## config.mk

```make
export PLATFORM = sky130hd
export DESIGN_NAME = pdpm_resp_tx
export DESIGN_NICKNAME = d
export VERILOG_FILES = /design/src/rtl/pdpm_resp_tx.sv
export SDC_FILE = /design/constraint.sdc
export NUM_CORES = 1
export LEC_CHECK = 0
export BUFFER_PORTS_ARGS = -buffer_cell sky130_fd_sc_hd__buf_2
export CAP_MARGIN = 0
export CELL_PAD_IN_SITES_DETAIL_PLACEMENT = 2
export CELL_PAD_IN_SITES_GLOBAL_PLACEMENT = 2
export CORE_ASPECT_RATIO = 2
export CORE_MARGIN = 2
export CORE_UTILIZATION = 32
export CTS_CLUSTER_SIZE = 8
export DETAILED_ROUTE_END_ITERATION = 10
export PLACE_DENSITY = 0.86
export SLEW_MARGIN = 20
export SYNTH_ARGS = -nofsm -noshare
export SYNTH_HDL_FRONTEND = slang
export SYNTH_SLANG_ARGS = --single-unit
```

## constraint.sdc

```tcl
create_clock -name m_axis_aclk -period 2.82 [get_ports m_axis_aclk]
set_input_delay 0.141 -clock m_axis_aclk [delete_from_list [all_inputs] [get_ports m_axis_aclk]]
set_output_delay 0.141 -clock m_axis_aclk [all_outputs]
set_load 0.02 [all_outputs]
```

## src/rtl/pdpm_resp_tx.sv

```systemverilog
// PDPM response transmitter: turns a response descriptor plus a 32-bit payload
// word stream into an 8-byte header followed by an MSB-first byte stream.
module pdpm_resp_tx #(
  parameter int unsigned MAX_LEN    = 1024,
  parameter logic [7:0]  ERR_STATUS = 8'hFE
) (
  input  logic        m_axis_aclk,
  input  logic        m_axis_aresetn,
  input  logic        desc_valid,
  output logic        desc_ready,
  input  logic [7:0]  desc_opcode,
  input  logic [7:0]  desc_status,
  input  logic [31:0] desc_addr,
  input  logic [15:0] desc_len,
  input  logic [31:0] s_axis_tdata,
  input  logic        s_axis_tvalid,
  output logic        s_axis_tready,
  output logic [7:0]  m_axis_tdata,
  output logic        m_axis_tvalid,
  input  logic        m_axis_tready,
  output logic        m_axis_tlast,
  output logic [15:0] frames_sent,
  output logic [15:0] err_frames
);

  localparam logic [16:0] MAX_LEN_W = 17'(MAX_LEN);

  typedef enum logic [1:0] {IDLE, HDR, PAY, DRAIN} state_e;

  state_e      state_q, state_d;
  logic [2:0]  hdr_idx_q, hdr_idx_d;
  logic [7:0]  opcode_q, opcode_d;
  logic [7:0]  status_q, status_d;
  logic [15:0] len_q, len_d;
  logic [31:0] addr_q, addr_d;
  logic        err_q, err_d;
  logic [15:0] bytes_left_q, bytes_left_d;
  logic [13:0] words_left_q, words_left_d;
  logic [1:0]  byte_sel_q, byte_sel_d;
  logic [31:0] buf_q, buf_d;
  logic        buf_valid_q, buf_valid_d;
  logic [7:0]  tdata_q, tdata_d;
  logic        tvalid_q, tvalid_d;
  logic        tlast_q, tlast_d;
  logic        desc_ready_q, desc_ready_d;
  logic [15:0] frames_q, frames_d;
  logic [15:0] err_frames_q, err_frames_d;

  logic        m_fire, out_free, last_in_word, advance, s_ready, s_fire, len_over;
  logic [2:0]  hdr_idx_n;
  logic [7:0]  hdr_byte, pay_byte;

  assign m_fire       = tvalid_q & m_axis_tready;
  assign out_free     = ~tvalid_q | m_axis_tready;
  assign last_in_word = (byte_sel_q == 2'd3) | (bytes_left_q == 16'd1);
  assign advance      = (state_q == PAY) & out_free & buf_valid_q;
  // Refill the buffer when empty or when its last used byte leaves this cycle.
  assign s_ready      = ((state_q == PAY) & (words_left_q != 14'd0) &
                         (~buf_valid_q | (advance & last_in_word))) |
                        (state_q == DRAIN);
  assign s_fire       = s_ready & s_axis_tvalid;
  assign len_over     = {1'b0, desc_len} > MAX_LEN_W;
  assign hdr_idx_n    = 3'(hdr_idx_q + 3'd1);

  always_comb begin
    hdr_byte = opcode_q;
    case (hdr_idx_n)
      3'd1:    hdr_byte = status_q;
      3'd2:    hdr_byte = len_q[15:8];
      3'd3:    hdr_byte = len_q[7:0];
      3'd4:    hdr_byte = addr_q[31:24];
      3'd5:    hdr_byte = addr_q[23:16];
      3'd6:    hdr_byte = addr_q[15:8];
      3'd7:    hdr_byte = addr_q[7:0];
      default: hdr_byte = opcode_q;
    endcase
  end

  always_comb begin
    pay_byte = buf_q[31:24];
    case (byte_sel_q)
      2'd1:    pay_byte = buf_q[23:16];
      2'd2:    pay_byte = buf_q[15:8];
      2'd3:    pay_byte = buf_q[7:0];
      default: pay_byte = buf_q[31:24];
    endcase
  end

  // Next-state and datapath.
  always_comb begin
    state_d      = state_q;
    hdr_idx_d    = hdr_idx_q;
    opcode_d     = opcode_q;
    status_d     = status_q;
    len_d        = len_q;
    addr_d       = addr_q;
    err_d        = err_q;
    bytes_left_d = bytes_left_q;
    words_left_d = words_left_q;
    byte_sel_d   = byte_sel_q;
    buf_d        = buf_q;
    buf_valid_d  = buf_valid_q;
    tdata_d      = tdata_q;
    tvalid_d     = tvalid_q;
    tlast_d      = tlast_q;
    frames_d     = frames_q;
    err_frames_d = err_frames_q;

    if (m_fire && tlast_q) frames_d = 16'(frames_q + 16'd1);

    case (state_q)
      IDLE: begin
        if (desc_valid && desc_ready_q) begin
          state_d      = HDR;
          opcode_d     = desc_opcode;
          addr_d       = desc_addr;
          err_d        = len_over;
          status_d     = len_over ? ERR_STATUS : desc_status;
          len_d        = len_over ? 16'd0 : desc_len;
          bytes_left_d = desc_len;
          words_left_d = 14'((17'(desc_len) + 17'd3) >> 2);
          hdr_idx_d    = 3'd0;
          byte_sel_d   = 2'd0;
          buf_valid_d  = 1'b0;
          tdata_d      = desc_opcode;
          tvalid_d     = 1'b1;
          tlast_d      = 1'b0;
        end
      end
      HDR: begin
        if (m_fire) begin
          if (hdr_idx_q == 3'd7) begin
            tvalid_d = 1'b0;
            tlast_d  = 1'b0;
            if (err_q) begin
              state_d      = DRAIN;
              err_frames_d = 16'(err_frames_q + 16'd1);
            end else if (len_q == 16'd0) begin
              state_d = IDLE;
            end else begin
              state_d = PAY;
            end
          end else begin
            hdr_idx_d = hdr_idx_n;
            tdata_d   = hdr_byte;
            tlast_d   = (hdr_idx_n == 3'd7) && (len_q == 16'd0);
          end
        end
      end
      PAY: begin
        if (m_fire && tlast_q) begin
          state_d  = IDLE;
          tvalid_d = 1'b0;
          tlast_d  = 1'b0;
        end else if (advance) begin
          tdata_d      = pay_byte;
          tvalid_d     = 1'b1;
          tlast_d      = (bytes_left_q == 16'd1);
          bytes_left_d = 16'(bytes_left_q - 16'd1);
          byte_sel_d   = 2'(byte_sel_q + 2'd1);
          if (last_in_word) begin
            buf_valid_d = 1'b0;
            byte_sel_d  = 2'd0;
          end
        end else if (out_free) begin
          tvalid_d = 1'b0;
          tlast_d  = 1'b0;
        end
        if (s_fire) begin
          buf_d        = s_axis_tdata;
          buf_valid_d  = 1'b1;
          byte_sel_d   = 2'd0;
          words_left_d = 14'(words_left_q - 14'd1);
        end
      end
      DRAIN: begin
        if (s_fire) begin
          if (bytes_left_q <= 16'd4) state_d = IDLE;
          else bytes_left_d = 16'(bytes_left_q - 16'd4);
        end
      end
      default: state_d = IDLE;
    endcase

    desc_ready_d = (state_d == IDLE);
  end

  always_ff @(posedge m_axis_aclk or negedge m_axis_aresetn) begin
    if (!m_axis_aresetn) begin
      state_q      <= IDLE;
      hdr_idx_q    <= 3'd0;
      opcode_q     <= 8'd0;
      status_q     <= 8'd0;
      len_q        <= 16'd0;
      addr_q       <= 32'd0;
      err_q        <= 1'b0;
      bytes_left_q <= 16'd0;
      words_left_q <= 14'd0;
      byte_sel_q   <= 2'd0;
      buf_q        <= 32'd0;
      buf_valid_q  <= 1'b0;
      tdata_q      <= 8'd0;
      tvalid_q     <= 1'b0;
      tlast_q      <= 1'b0;
      desc_ready_q <= 1'b0;
      frames_q     <= 16'd0;
      err_frames_q <= 16'd0;
    end else begin
      state_q      <= state_d;
      hdr_idx_q    <= hdr_idx_d;
      opcode_q     <= opcode_d;
      status_q     <= status_d;
      len_q        <= len_d;
      addr_q       <= addr_d;
      err_q        <= err_d;
      bytes_left_q <= bytes_left_d;
      words_left_q <= words_left_d;
      byte_sel_q   <= byte_sel_d;
      buf_q        <= buf_d;
      buf_valid_q  <= buf_valid_d;
      tdata_q      <= tdata_d;
      tvalid_q     <= tvalid_d;
      tlast_q      <= tlast_d;
      desc_ready_q <= desc_ready_d;
      frames_q     <= frames_d;
      err_frames_q <= err_frames_d;
    end
  end

  assign desc_ready    = desc_ready_q;
  assign s_axis_tready = s_ready;
  assign m_axis_tdata  = tdata_q;
  assign m_axis_tvalid = tvalid_q;
  assign m_axis_tlast  = tlast_q;
  assign frames_sent   = frames_q;
  assign err_frames    = err_frames_q;

endmodule

```

==> results of run 1 <==
==> Yosys cell counts, types with 5 or more instances <==
| cell type | instances | area [um^2] |
|---|---|---|
| sky130_fd_sc_hd__nand2_1 | 180 | 676 |
| sky130_fd_sc_hd__dfrtp_1 | 178 | 4450 |
| sky130_fd_sc_hd__nor2_1 | 64 | 240 |
| sky130_fd_sc_hd__o21ai_0 | 48 | 240 |
| sky130_fd_sc_hd__mux2_2 | 43 | 484 |
| sky130_fd_sc_hd__clkbuf_1 | 38 | 143 |
| sky130_fd_sc_hd__a21oi_1 | 32 | 160 |
| sky130_fd_sc_hd__xnor2_1 | 32 | 280 |
| sky130_fd_sc_hd__a22oi_1 | 24 | 180 |
| sky130_fd_sc_hd__ha_1 | 24 | 300 |
| sky130_fd_sc_hd__inv_1 | 24 | 90.1 |
| sky130_fd_sc_hd__nand3_1 | 24 | 120 |
| sky130_fd_sc_hd__nor3_1 | 14 | 70.1 |
| sky130_fd_sc_hd__a22o_1 | 13 | 114 |
| sky130_fd_sc_hd__nand4_1 | 13 | 81.3 |
| sky130_fd_sc_hd__nor4_1 | 13 | 81.3 |
| sky130_fd_sc_hd__a21o_1 | 11 | 82.6 |
| sky130_fd_sc_hd__o31ai_1 | 11 | 82.6 |
| sky130_fd_sc_hd__a222oi_1 | 10 | 100 |
| sky130_fd_sc_hd__xor2_1 | 10 | 87.6 |
| sky130_fd_sc_hd__a211oi_1 | 9 | 67.6 |
| sky130_fd_sc_hd__and3_1 | 9 | 56.3 |
| sky130_fd_sc_hd__nand2b_1 | 9 | 56.3 |
| sky130_fd_sc_hd__o211ai_1 | 9 | 67.6 |
| sky130_fd_sc_hd__and2_1 | 7 | 43.8 |
| sky130_fd_sc_hd__o22a_1 | 7 | 61.3 |
| sky130_fd_sc_hd__a211o_1 | 6 | 52.6 |
| sky130_fd_sc_hd__buf_2 | 6 | 30.0 |
| sky130_fd_sc_hd__a221oi_1 | 5 | 43.8 |
| sky130_fd_sc_hd__nor2b_1 | 5 | 31.3 |
==> where the power goes <==
group	switching [mW]	internal, mW	total (mW)
clock	1.18	1.32	2.51
sequential	0.764	3.30	4.06
combinational	2.65	1.71	4.36
==> final timing paths <==
| check | start | to | slack (ns) |
|---|---|---|---|
| worst max-delay path | hdr_idx_q[0]$_DFFE_PN0P_ | m_axis_tdata[5]$_DFFE_PN0P_ | -0.22 |
| worst min-delay path | desc_len[9] | len_q[9]$_DFFE_PN0P_ | 0.05 |
| worst max register to register | hdr_idx_q[0]$_DFFE_PN0P_ | m_axis_tdata[5]$_DFFE_PN0P_ | -0.22 |
| worst min register to register | err_frames[15]$_DFFE_PN0P_ | err_frames[15]$_DFFE_PN0P_ | 0.47 |
| max in group asynchronous | m_axis_aresetn | err_frames[4]$_DFFE_PN0P_ | 1.80 |
| min in group asynchronous | m_axis_aresetn | bytes_left_q[14]$_DFFE_PN0P_ | 0.21 |
==> cells in the final DEF, fill, tap and decap left out, types with 13 or more instances in the layout <==
cell                              n
sky130_fd_sc_hd__buf_2          143
sky130_fd_sc_hd__a21oi_1         32
sky130_fd_sc_hd__nor3_1          13
sky130_fd_sc_hd__nor2_1          64
sky130_fd_sc_hd__clkbuf_16       17
sky130_fd_sc_hd__nand4_1         13
sky130_fd_sc_hd__buf_4           45
sky130_fd_sc_hd__a22oi_1         23
sky130_fd_sc_hd__ha_1            22
sky130_fd_sc_hd__xnor2_1         32
sky130_fd_sc_hd__inv_1           24
sky130_fd_sc_hd__o21ai_0         48
sky130_fd_sc_hd__dfrtp_1        174
sky130_fd_sc_hd__nand3_1         23
sky130_fd_sc_hd__dlygate4sd3_1   81
sky130_fd_sc_hd__nand2_1        180
sky130_fd_sc_hd__mux2_2          43
sky130_fd_sc_hd__a22o_1          13
==> what timing repair did <==
action | 4_1_cts | 5_1_grt
hold buffers | 81 | 0
resized for setup | 1 | 11
pin swaps | 0 | 4
hold endpoints to repair | 138 | 0
gates cloned | 0 | 0
setup endpoints to repair | 3 | 14
==> cells by family (layout without fill, tap and decap cells) <==
family | after synthesis | in the layout | synth area share
fa+ha+maj | 24 | 24 | 0.0326
xor+xnor | 42 | 42 | 0.0399
simple gates | 355 | 355 | 0.174
flops | 178 | 178 | 0.483
other cells | 0 | 4 | 0
mux | 46 | 46 | 0.0561
buf+inv | 73 | 331 | 0.0305
compound gates | 231 | 231 | 0.184
==> worst max-delay path, delay by kind of cell (launching register included) <==
| family | cells | cell delay (ns) |
|---|---|---|
| buf+inv | 1 | 0.12 |
| simple gates | 1 | 0.09 |
| compound gates | 5 | 1.84 |
| flops | 1 | 0.42 |
| fa+ha+maj | 1 | 0.46 |
==> routing by layer <==
layer,part of all wire,GRT usage,vias to the layer above
met5,0,0,-
met4,0.070,0.183,0
met3,0.036,0.0422,151
met2,0.56,0.535,333
met1,0.33,0.283,4680
li1,-,-,3905
==> flip-flops by register name (all words and copies together), names as in the netlist <==
register	count
addr_q	32
buf_q	32
buf_valid_q	1
byte_sel_q	2
bytes_left_q	16
desc_ready	1
err_frames	16
err_q	1
frames_sent	16
hdr_idx_q	3
len_q	16
m_axis_tdata	8
m_axis_tlast	1
m_axis_tvalid	1
opcode_q	8
state_q	2
status_q	8
words_left_q	14
==> layout make-up <==
type | instances | area (um^2) | area share
multi-input cells | 698 | 4530 | 0.375
flip-flops and latches | 178 | 4460 | 0.369
repair buffers | 275 | 1980 | 0.163
well taps | 356 | 445 | 0.0368
clock buffers | 19 | 433 | 0.0358
clock inverters | 12 | 151 | 0.0125
inverters | 25 | 93.8 | 0.00776
diodes | 4 | 10.0 | 0.000827
==> per-stage QoR <==
step	setup TNS, ns	utilization	hold slack, ns	setup WS [ns]
CTS	0	0.426	0.0157	0.0170
finish	-0.230	0.428	0.0450	-0.219
detailed placement	-0.0414	0.376	0.158	-0.0414
global route	-0.173	0.428	0.0381	-0.170
global placement	0	0.376	0.154	0.109
floorplan	0	-	-0.155	0.158
==> flow_summary.yaml, run 1 <==
timing:
  post-route-period-util: 1.08
  slew-limit-headroom: 0.539
  worst_slew_pin_slew_ns: 0.692
  fin_worst_skew_ns: 0.0216
  max_slew_vio_count: 0
  finalWorstSetupSlack_ns: -0.219
  timing.final.hold_violations: 0
  tmin_final_ns: 3.04
  finalSetupViolCount: 2
  max_freq_ghz: 0.329
layout:
  final_net_count: 1320
  fill_cells: 3004
  stdcell_area_mm2: 0.0121
  fin_cells: 1567
  final_layout_size_suffix_gt1_frac: 0.239
  area_growth_pct: 31.3
critical_path:
  path_max_fanout: 15
  critPathArrivalTime_ns: 3.39
  worst_setup_path_end_kind: "register"
  crit_path_cell_trace: "inv_1 > ha_1 > a222oi_1 > nor2_1 > a221o_1 > a22oi_1 > a211oi_1 > a21o_1"
  reg2reg_depth: 8
  criticalPathCategory: "reg -> reg"
  critPathRequiredTime_ns: 3.17
  slowest_stage: "sky130_fd_sc_hd__a222oi_1"
  critical_path.startpoint_type: "register"
  crit_path_max_incr_delay_ns: 0.69
synth:
  synth-edff-count: 0
  synth.cell_area_mm2: 0.00922
  postSynth.asyncResetShare: 1.00
  synth_cells: 949
  flip_flop_cell_with_the_highest_count_after_synthesis: "sky130_fd_sc_hd__dfrtp_1"
  synth_fp_nets: 1074
  synth.lib_cells_used.distinct: 72
  yosysWarnings: 0
  synth.yosys.seq_area_share: 0.483
  ys_seq_elements: 178
  synth_area_per_cell_um2: 9.71
grt:
  global_route.overflow_total: 0
  grt_antenna_before_repair: 3
  grt_max_degree: 66
  wire_length_of_the_first_global_routing_pass_um: 63900
  track_usage: 0.286
  vias_in_the_first_global_route: 10430
flow_run:
  drv_cap: 0
status:
  status: "finished with violations"
  violations: "negative setup slack"
clock_tree:
  cts_htree_levels: 4
  worst_setup_hold_path_clk_slew_ns: 0.07
  cts.sink_count: 178
  cts-buffers-inserted: 17
  cts_setup_buffers: 0
  cts_tree: "done"
  clock-root-buffer: "sky130_fd_sc_hd__clkbuf_16"
  clkLatencyLatePin_ns: 0.47
  cts_max_path_buffers: 2
route:
  vias: 9069
  drt-vias-per-instance: 5.79
  drt.antenna.violating_nets: 0
  wl_per_cell_um: 27.2
  drc_errors: 0
  drtPass1Iterations: 5
  wirelength_um: 42600
  detailedRoute.firstIterationViolations: 639
place:
  hpwlAfterDp_um: 27000
  place_area_mm2: 0.0106
  place_congestion: 0.836
  buffer_ports.inserted: 144
  placed_cells_incl_taps: 1451
floorplan:
  die_w_um: 124
  num_io_pins: 145
  dieHeight_um: 244
  floorplan.die_area_mm2: 0.0303
  rows: 87
  initial_utilization: 0.326
  core_mm2: 0.0283
power:
  power_leakage_nw: 5.73
  power_density_mw_per_mm2: 903
  max-vdd-ir-drop_uv: 587
  power.total_mw: 10.9
worst_hold_path:
  min_delay_path_depth: 3
  hold_class: "in -> reg"
Note: power is estimated with default switching activity, not from simulation.
==> inputs of run 2 (changes only) <==
--- a/config.mk
+++ b/config.mk
@@ -15,6 +15,8 @@
 export CTS_CLUSTER_SIZE = 8
 export DETAILED_ROUTE_END_ITERATION = 10
 export PLACE_DENSITY = 0.86
+export SETUP_SLACK_MARGIN = 0.5
+export SKIP_CTS_REPAIR_TIMING = 1
 export SLEW_MARGIN = 20
 export SYNTH_ARGS = -nofsm -noshare
 export SYNTH_HDL_FRONTEND = slang
==> flow_summary.yaml, run 2 (synthesized netlist as in run 1, its figures left out) <==
floorplan:
  floorplan.die_area_mm2: 0.0303
  core_mm2: 0.0283
  die_w_um: 124
  initial_utilization: 0.326
  dieHeight_um: 244
  num_io_pins: 145
  rows: 87
status:
  violations: "negative setup slack"
  status: "finished with violations"
power:
  share_comb_of_total_power: 0.450
  power_density_mw_per_mm2: 920
  internal-power_mw: 6.85
  share_clk_of_total_power: 0.206
  power.total_mw: 12.1
  p_switching_mw: 5.21
  p_seq_frac: 0.344
  power_leakage_nw: 6.23
  switching_share: 0.432
  max-vdd-ir-drop_uv: 571
timing:
  timing.final.hold_violations: 0
  max_slew_vio_count: 0
  finalSetupViolCount: 33
  post-route-period-util: 1.04
  worst_slew_pin_slew_ns: 0.825
  max_freq_ghz: 0.342
  grt_setup_unrepaired: "yes"
  slew-limit-headroom: 0.450
  fin_worst_skew_ns: 0.0228
  tmin_final_ns: 2.92
  finalWorstSetupSlack_ns: -0.102
grt:
  grt_antenna_before_repair: 1
  wire_length_of_the_first_global_routing_pass_um: 56000
  grt_max_degree: 69
  vias_in_the_first_global_route: 9598
  global_route.overflow_total: 0
  track_usage: 0.248
place:
  buffer_ports.inserted: 144
  hpwlAfterDp_um: 27100
  place_congestion: 0.920
route:
  detailedRoute.firstIterationViolations: 660
  wirelength_um: 47100
  drtPass1Iterations: 5
  drt.antenna.violating_nets: 0
  vias: 9566
  drt-vias-per-instance: 5.97
  drc_errors: 0
  wl_per_cell_um: 29.4
clock_tree:
  clkLatencyLatePin_ns: 0.48
  cts.sink_count: 178
  clock-root-buffer: "sky130_fd_sc_hd__clkbuf_16"
  cts-buffers-inserted: 17
  cts_max_path_buffers: 2
  worst_setup_hold_path_clk_slew_ns: 0.08
  cts_htree_levels: 4
  cts_tree: "done"
layout:
  layout_commonest_cell: "sky130_fd_sc_hd__nand2_1"
  final_net_count: 1357
  largest_registers: "addr_q (32), buf_q (32)"
  area_growth_pct: 42.2
  postLayoutCoreUtil: 0.463
  final_layout_size_suffix_gt1_frac: 0.322
  mostFrequentLayoutCells: "sky130_fd_sc_hd__nand2_1 (178), sky130_fd_sc_hd__dfrtp_1 (171), sky130_fd_sc_hd__buf_2 (143)"
critical_path:
  critPathArrivalTime_ns: 3.27
  critical_path.startpoint_type: "register"
  path_max_fanout: 8
  worst_setup_path_end_kind: "register"
  criticalPathCategory: "reg -> reg"
  ff2ff_setup_slack_ns: -0.10
  critPathRequiredTime_ns: 3.17
flow_run:
  drv_cap: 0
worst_hold_path:
  hold_class: "in -> reg"
-- run 2: cell count changes in the layout (fill, tap and decap cells not counted), moves of 6 or more --
cell and delta:
sky130_fd_sc_hd__a22oi_1 -10, sky130_fd_sc_hd__nor2_2 +6, sky130_fd_sc_hd__mux2_4 +39, sky130_fd_sc_hd__ha_1 -6, sky130_fd_sc_hd__a211oi_2 +8, sky130_fd_sc_hd__nor2_1 -7
sky130_fd_sc_hd__mux2_2 -37, sky130_fd_sc_hd__a22oi_2 +10, sky130_fd_sc_hd__o21ai_0 -6, sky130_fd_sc_hd__buf_4 +17, sky130_fd_sc_hd__buf_6 +10, sky130_fd_sc_hd__a211oi_1 -8
-- run 2: final cells by class --
class | count | area, um^2
Tap cell | 356 | 445
Clock inverter | 14 | 136
Inverter | 25 | 93.8
Fill cell | 2896 | 15200
Timing Repair Buffer | 311 | 2410
Sequential cell | 178 | 4460
Clock buffer | 18 | 439
Antenna cell | 1 | 2.50
Multi-Input combinational cell | 699 | 5120
-- run 2: final timing paths --
| check | end | from | cells after the start |
|---|---|---|---|
| max in group asynchronous | buf_q[22]$_DFFE_PN0P_ | m_axis_aresetn | 3 |
| worst min register to register | err_frames[15]$_DFFE_PN0P_ | err_frames[15]$_DFFE_PN0P_ | 1 |
| min in group asynchronous | bytes_left_q[12]$_DFFE_PN0P_ | m_axis_aresetn | 2 |
| worst min-delay path | len_q[7]$_DFFE_PN0P_ | desc_len[7] | 2 |
| worst max-delay path | buf_q[14]$_DFFE_PN0P_ | words_left_q[1]$_DFFE_PN0P_ | 10 |
| worst max register to register | buf_q[14]$_DFFE_PN0P_ | words_left_q[1]$_DFFE_PN0P_ | 10 |
-- run 2: layer usage --
metal	up-vias	wire length, um	global-route usage	part of all wire
li1	3998	-	-	-
met1	4915	16200	0.247	0.34
met2	439	25200	0.469	0.53
met3	214	1770	0.0313	0.038
met4	0	3990	0.156	0.085
met5	-	0	0	0
-- run 2: worst max-delay path: stages, from the launching register on --
cell and delay [ns]:
sky130_fd_sc_hd__dfrtp_1 0.44, sky130_fd_sc_hd__inv_2 0.11, sky130_fd_sc_hd__ha_4 0.17, sky130_fd_sc_hd__or4b_4 0.55
sky130_fd_sc_hd__nor4b_4 0.44, sky130_fd_sc_hd__a211oi_4 0.10, sky130_fd_sc_hd__buf_12 0.16, sky130_fd_sc_hd__o211ai_4 0.18
sky130_fd_sc_hd__buf_12 0.17, sky130_fd_sc_hd__clkbuf_16 0.17, sky130_fd_sc_hd__mux2_4 0.31
-- run 2: power groups by stage --
| stage | logic [mW] | clock network (mW) | registers (mW) |
|---|---|---|---|
| after floorplan | 2.39 | 0 | 3.87 |
| after global placement | 3.70 | 0 | 3.95 |
| after detailed placement | 3.91 | 0 | 4.00 |
| after CTS | 3.98 | 2.44 | 3.98 |
| after global routing | 5.71 | 2.59 | 4.19 |
| final | 5.42 | 2.49 | 4.14 |
-- run 2: per-stage QoR --
stage | setup slack (ns) | std cells | hold slack, ns | setup TNS, ns | instance area [um^2]
5_1_grt | -0.122 | 1602 | 0.0232 | -2.97 | 13100
3_3_place_gp | 0.0420 | 1449 | 0.196 | 0 | 10800
3_5_place_dp | -0.0835 | 1449 | 0.195 | -0.239 | 10800
4_1_cts | -0.185 | 1481 | -0.295 | -0.976 | 11300
2_1_floorplan | 0.375 | 949 | -0.155 | 0 | 9400
6_report | -0.102 | 1602 | 0.0231 | -2.51 | 13100
